**config.mk**
```make
export PLATFORM = sky130hd
export DESIGN_NAME = dds_param_receiver
export DESIGN_NICKNAME = d
export VERILOG_FILES = /design/src/rtl/dds_pkg.sv /design/src/rtl/sync_bit.sv /design/src/rtl/dds_param_receiver.sv
export SDC_FILE = /design/constraint.sdc
export NUM_CORES = 1
export LEC_CHECK = 0
export CAP_MARGIN = 20
export CORE_UTILIZATION = 25
export CTS_CLUSTER_DIAMETER = 150
export DETAILED_ROUTE_END_ITERATION = 8
export GPL_TIMING_DRIVEN = 0
export MAX_ROUTING_LAYER = met4
export PLACE_DENSITY = 0.55
export REMOVE_ABC_BUFFERS = 1
export SETUP_SLACK_MARGIN = 0.3
export SLEW_MARGIN = 10
export SYNTH_ARGS = -nofsm -noshare
export SYNTH_HDL_FRONTEND = slang
export SYNTH_SLANG_ARGS = --single-unit
```
**constraint.sdc**
```tcl
create_clock -name CLK -period 3.2 [get_ports CLK]
set_input_delay 0.48 -clock CLK [delete_from_list [all_inputs] [get_ports CLK]]
set_output_delay 0.48 -clock CLK [all_outputs]
set_load 0.02 [all_outputs]
```
**src/rtl/dds_pkg.sv**
```systemverilog
// Shared widths, parameter-bank record and FSM state types for the DDS chirp parameter receiver.
package dds_pkg;

  localparam int unsigned FREQ_W = 48;
  localparam int unsigned RATE_W = 32;

  typedef struct packed {
    logic [FREQ_W-1:0] freq;
    logic [FREQ_W-1:0] delta_freq;
    logic [RATE_W-1:0] delta_rate;
  } dds_param_t;

  typedef enum logic {H_IDLE, H_ACK} h_state_t;
  typedef enum logic {S_IDLE, S_RUN} s_state_t;

endpackage

```
**src/rtl/sync_bit.sv**
```systemverilog
// Multi-flop synchroniser for a single asynchronous level; the chain resets to 0.
module sync_bit #(
  parameter int unsigned STAGES = 2
) (
  input  logic i_clk,
  input  logic i_rst,
  input  logic i_d,
  output logic o_q
);

  logic [STAGES-1:0] r_chain;

  always_ff @(posedge i_clk) begin
    if (i_rst) begin
      r_chain <= '0;
    end else begin
      r_chain <= {r_chain[STAGES-2:0], i_d};
    end
  end

  assign o_q = r_chain[STAGES-1];

endmodule

```
**src/rtl/dds_param_receiver.sv**
```systemverilog
// REQ/ACK responder that captures chirp parameters into a shadow bank, plus a linear-FM
// frequency/phase generator that runs from the active bank loaded on START.
module dds_param_receiver
  import dds_pkg::*;
#(
  parameter int unsigned SYNC_STAGES = 2
) (
  input  logic              CLK,
  input  logic              RESET,
  input  logic              REQ,
  output logic              ACK,
  input  logic [FREQ_W-1:0] DDS_freq,
  input  logic [FREQ_W-1:0] DDS_delta_freq,
  input  logic [RATE_W-1:0] DDS_delta_rate,
  input  logic              START,
  input  logic              STOP,
  output logic [FREQ_W-1:0] FREQ,
  output logic [FREQ_W-1:0] PHASE,
  output logic              VALID,
  output logic              NEW_PARAM
);

  logic w_req_s;

  sync_bit #(
    .STAGES(SYNC_STAGES)
  ) u_req_sync (
    .i_clk(CLK),
    .i_rst(RESET),
    .i_d  (REQ),
    .o_q  (w_req_s)
  );

  h_state_t   r_h_state;
  dds_param_t r_shadow;
  logic       r_ack;
  logic       r_new_param;

  always_ff @(posedge CLK) begin
    if (RESET) begin
      r_h_state   <= H_IDLE;
      r_shadow    <= '0;
      r_ack       <= 1'b0;
      r_new_param <= 1'b0;
    end else begin
      r_new_param <= 1'b0;
      case (r_h_state)
        H_IDLE: begin
          if (w_req_s) begin
            r_shadow    <= '{freq: DDS_freq, delta_freq: DDS_delta_freq,
                             delta_rate: DDS_delta_rate};
            r_new_param <= 1'b1;
            r_ack       <= 1'b1;
            r_h_state   <= H_ACK;
          end
        end
        H_ACK: begin
          if (!w_req_s) begin
            r_ack     <= 1'b0;
            r_h_state <= H_IDLE;
          end
        end
        default: r_h_state <= H_IDLE;
      endcase
    end
  end

  // Active bank keeps only the ramp terms; the running frequency itself lives in r_freq.
  s_state_t          r_s_state;
  logic [FREQ_W-1:0] r_act_dfreq;
  logic [RATE_W-1:0] r_act_rate;
  logic [RATE_W-1:0] r_rate_cnt;
  logic [FREQ_W-1:0] r_freq;
  logic [FREQ_W-1:0] r_phase;
  logic              r_valid;

  always_ff @(posedge CLK) begin
    if (RESET) begin
      r_s_state   <= S_IDLE;
      r_act_dfreq <= '0;
      r_act_rate  <= '0;
      r_rate_cnt  <= '0;
      r_freq      <= '0;
      r_phase     <= '0;
      r_valid     <= 1'b0;
    end else if (START) begin
      // Shadow is read before this edge's capture lands, so a same-edge capture waits for next START.
      r_act_dfreq <= r_shadow.delta_freq;
      r_act_rate  <= r_shadow.delta_rate;
      r_freq      <= r_shadow.freq;
      r_phase     <= '0;
      r_rate_cnt  <= '0;
      r_valid     <= 1'b1;
      r_s_state   <= S_RUN;
    end else if (r_s_state == S_RUN) begin
      if (STOP) begin
        r_freq    <= '0;
        r_phase   <= '0;
        r_valid   <= 1'b0;
        r_s_state <= S_IDLE;
      end else begin
        r_phase <= r_phase + r_freq;
        if (r_act_rate != '0) begin
          if (r_rate_cnt == r_act_rate - RATE_W'(1)) begin
            r_freq     <= r_freq + r_act_dfreq;
            r_rate_cnt <= '0;
          end else begin
            r_rate_cnt <= r_rate_cnt + RATE_W'(1);
          end
        end
      end
    end
  end

  assign ACK       = r_ack;
  assign NEW_PARAM = r_new_param;
  assign FREQ      = r_freq;
  assign PHASE     = r_phase;
  assign VALID     = r_valid;

endmodule

```
==> run summary <==
sequential share of power: 0.407
register area: 0.00692 sq mm
Sink Count: 343
Syn Std Cell Area: 0.0191 sq mm
syn avg cell area: 8.52 sq um
Synth async-reset ratio: 0
DRC: 0
Setup-failing EPs final: 81
Worst R2R Path Depth: 14
CTS buffer count: 45
register area share after synthesis: 0.359
Switch Pwr: 2960 uW
area share of the largest cell type after synthesis: 0.359
layout cells sized above 1: 0.152
core area: 0.0758 sq mm
main area contributors after synthesis: dfxtp_1, mux2i_1, nor2_1
Switching Share: 0.267
Final Critical Period: 3640 ps
root buf cell: clkbuf_16
initial antenna violation count: 0
synth warn: 0
Mapped Cells: 2244
clk_skew: 25.0 ps
prevailing post-synth register cell: dfxtp_1
Arrival @ worst endpoint: 4110 ps
Least-Margin Pin Slew: 957 ps
max_slew headroom: 0.362
pin count of the biggest net entering global routing: 120
IO buf count: 231
H-tree lvl count: 2
status: finished, violations left
TritonCTS clock tree: done
final cycle utilization of the critical path: 1.14
HPWL after DPL: 44900 um
num rows: 101
fin nets: 2730
total wire length: 66300 um
GPL Wtd Cong: 0.893
Crit Path Max Fanout: 5
cell internal pwr: 8150 uW
overall power: 11100 uW
EDFF count, synth: 0
DRT Pass-1 Iters: 5
Final Hold Violating Endpoints: 0
Setup Total Neg Slack: -19670 ps
clk buf depth: 3
WL per Instance: 18.9 um
Max-cap violations: 0
fin worst setup slack: -439 ps
Hold Crit Class: input port to flip-flop
Worst Setup Start Kind: flip-flop
Die Height: 279 um
CTS clk-pin slew, worst paths: 60 ps
die footprint: 0.0776 sq mm
overall routing resource usage: 0.166
Synth cell types: 74
PwrDens: 426 mW/mm^2
Initial Utilization: 0.252
Final Slew Violations: 0
total I/O pin count: 232
final core utilization: 0.344
Clock power frac: 0.448
FILL cells: 7858
VDD IR max: 0.000293 V
multi-input logic area: 0.0128 sq mm
synthesis-to-layout area growth: 36.5%
Max Freq: 0.275 GHz
Synth area leader: dfxtp_1
number of diodes: 0
first-pass GRT wire length: 97700 um
vias in the first global route: 16487
CP required: 3670 ps
Comb pwr share: 0.145
Worst-Skew Late Latency: 590 ps
CP endpoint kind: flip-flop
hold path depth: 2
antenna viol nets, final: 0
failing checks: setup timing
Seq cells post-synth: 343
Vias/cell: 4.92
RSZ-0062 raised after global routing: yes
DIE WIDTH: 279 um
static leakage: 0.0102 uW
DR iter-0 viols: 851
crit path kind: flip-flop to flip-flop
GR Overflow Total: 0
dpl ws: -2200 ps
via count: 17230
-- cells in the mapped netlist, drive strengths merged, types with 18 or more instances --
master,number
nor2,392
dfxtp,343
mux2i,212
a21oi,150
nand2,113
clkbuf,104
xnor2,99
ha,97
o21ai,67
xor2,52
a21o,45
inv,42
a211oi,40
nand3,40
nand4,37
nor2b,35
nor3,32
buf,29
a22oi,27
a22o,24
and3,22
nand2b,18
nor4,18
-- critical path, cell delays in order (launching register included) --
cell and delay (ps):
dfxtp_4 340, or4_4 580, nor3_4 310, buf_4 180, and4_2 260, xnor2_1 140
nor4_1 320, nand4_1 230, o41ai_4 240, buf_4 200, or2_4 200, buf_12 140
clkbuf_16 160, nor2_1 40, a211oi_1 190
-- cell usage in the layout (no fill, tap or decap), types with 17 or more instances in the layout --
cell,synthesis,routed
nor2_1,392,364
dfxtp_1,343,319
clkdlybuf4s50_1,0,228
mux2i_1,212,212
a21oi_1,150,134
nand2_1,113,109
xnor2_1,99,95
ha_1,97,74
buf_4,2,64
o21ai_0,67,55
xor2_1,52,52
clkbuf_16,0,50
a21o_1,45,45
inv_1,42,40
nand4_1,37,37
nand3_1,40,36
nor2b_1,35,34
a22oi_1,27,27
nor3_1,31,26
a22o_1,24,24
and3_1,22,20
a211oi_2,0,19
nor2_2,0,17
nand2b_1,18,17
a211oi_1,40,17
-- power groups by stage --
stage	Sequential, uW	Clock (uW)	Combinational [uW]
4_1_cts	4520	5160	1470
2_1_floorplan	4610	0	709
3_3_place_gp	4610	0	1370
3_5_place_dp	4610	0	1310
5_1_grt	4540	5320	1740
6_report	4530	4980	1610
-- per-layer routing --
metal,routed length [um],part of all wire,global-route usage
met4,1790,0.027,0.0547
met3,3590,0.054,0.0348
met5,0,0,-
met2,31100,0.47,0.269
met1,29800,0.45,0.204
-- through the flow --
step	hold WS, ps	cells	area (sq um)
detailed placement	423	3332	22500
global route	176	3504	26100
finish	195	3504	26100
global placement	430	3320	22100
CTS	153	3472	25300
floorplan	414	2111	18600
-- flip-flops by register name, summed over array words and instances, names as in the netlist, 2 cells and up --
name	count
r_act_rate	32
FREQ	48
r_shadow	128
r_rate_cnt	32
r_act_dfreq	48
PHASE	48
u_req_sync.r_chain	2
-- worst paths after layout --
check | startpoint | endpoint | slack, ps
hold / removal | RESET | FREQ[39] | 200
hold reg to reg | u_req_sync.r_chain[0] | u_req_sync.r_chain[1] | 440
setup / recovery | r_act_rate[10] | FREQ[1] | -440
setup reg to reg | r_act_rate[10] | FREQ[1] | -440
-- timing repair --
item                       in CTS  in global routing
gates resized for setup       179                123
gates cloned                    8                  6
hold buffers                    0                  0
buffers inserted               57                 25
setup endpoints to repair     109                101
pin swaps                      98                 48
-- logic make-up (layout without fill, tap and decap cells) --
logic type / Yosys count / after routing / synth area share
AOI/OAI and AO/OA: 499 / 499 / 0.175
xor gates and xnor gates: 151 / 151 / 0.0691
adders and majority gates: 99 / 99 / 0.0655
buffers and inverters: 175 / 450 / 0.0370
DFF: 343 / 343 / 0.359
muxes: 213 / 213 / 0.112
and+or+nand+nor: 764 / 771 / 0.183
-- area by class of cell --
type,count,area share
Tap cell,978,0.0469
Inverter,42,0.00604
Clock buffer,60,0.0484
Multi-Input combinational cell,1733,0.492
Sequential cell,343,0.265
Timing Repair Buffer,333,0.135
Clock inverter,15,0.00656
Note: power is estimated with default switching activity, not from simulation.
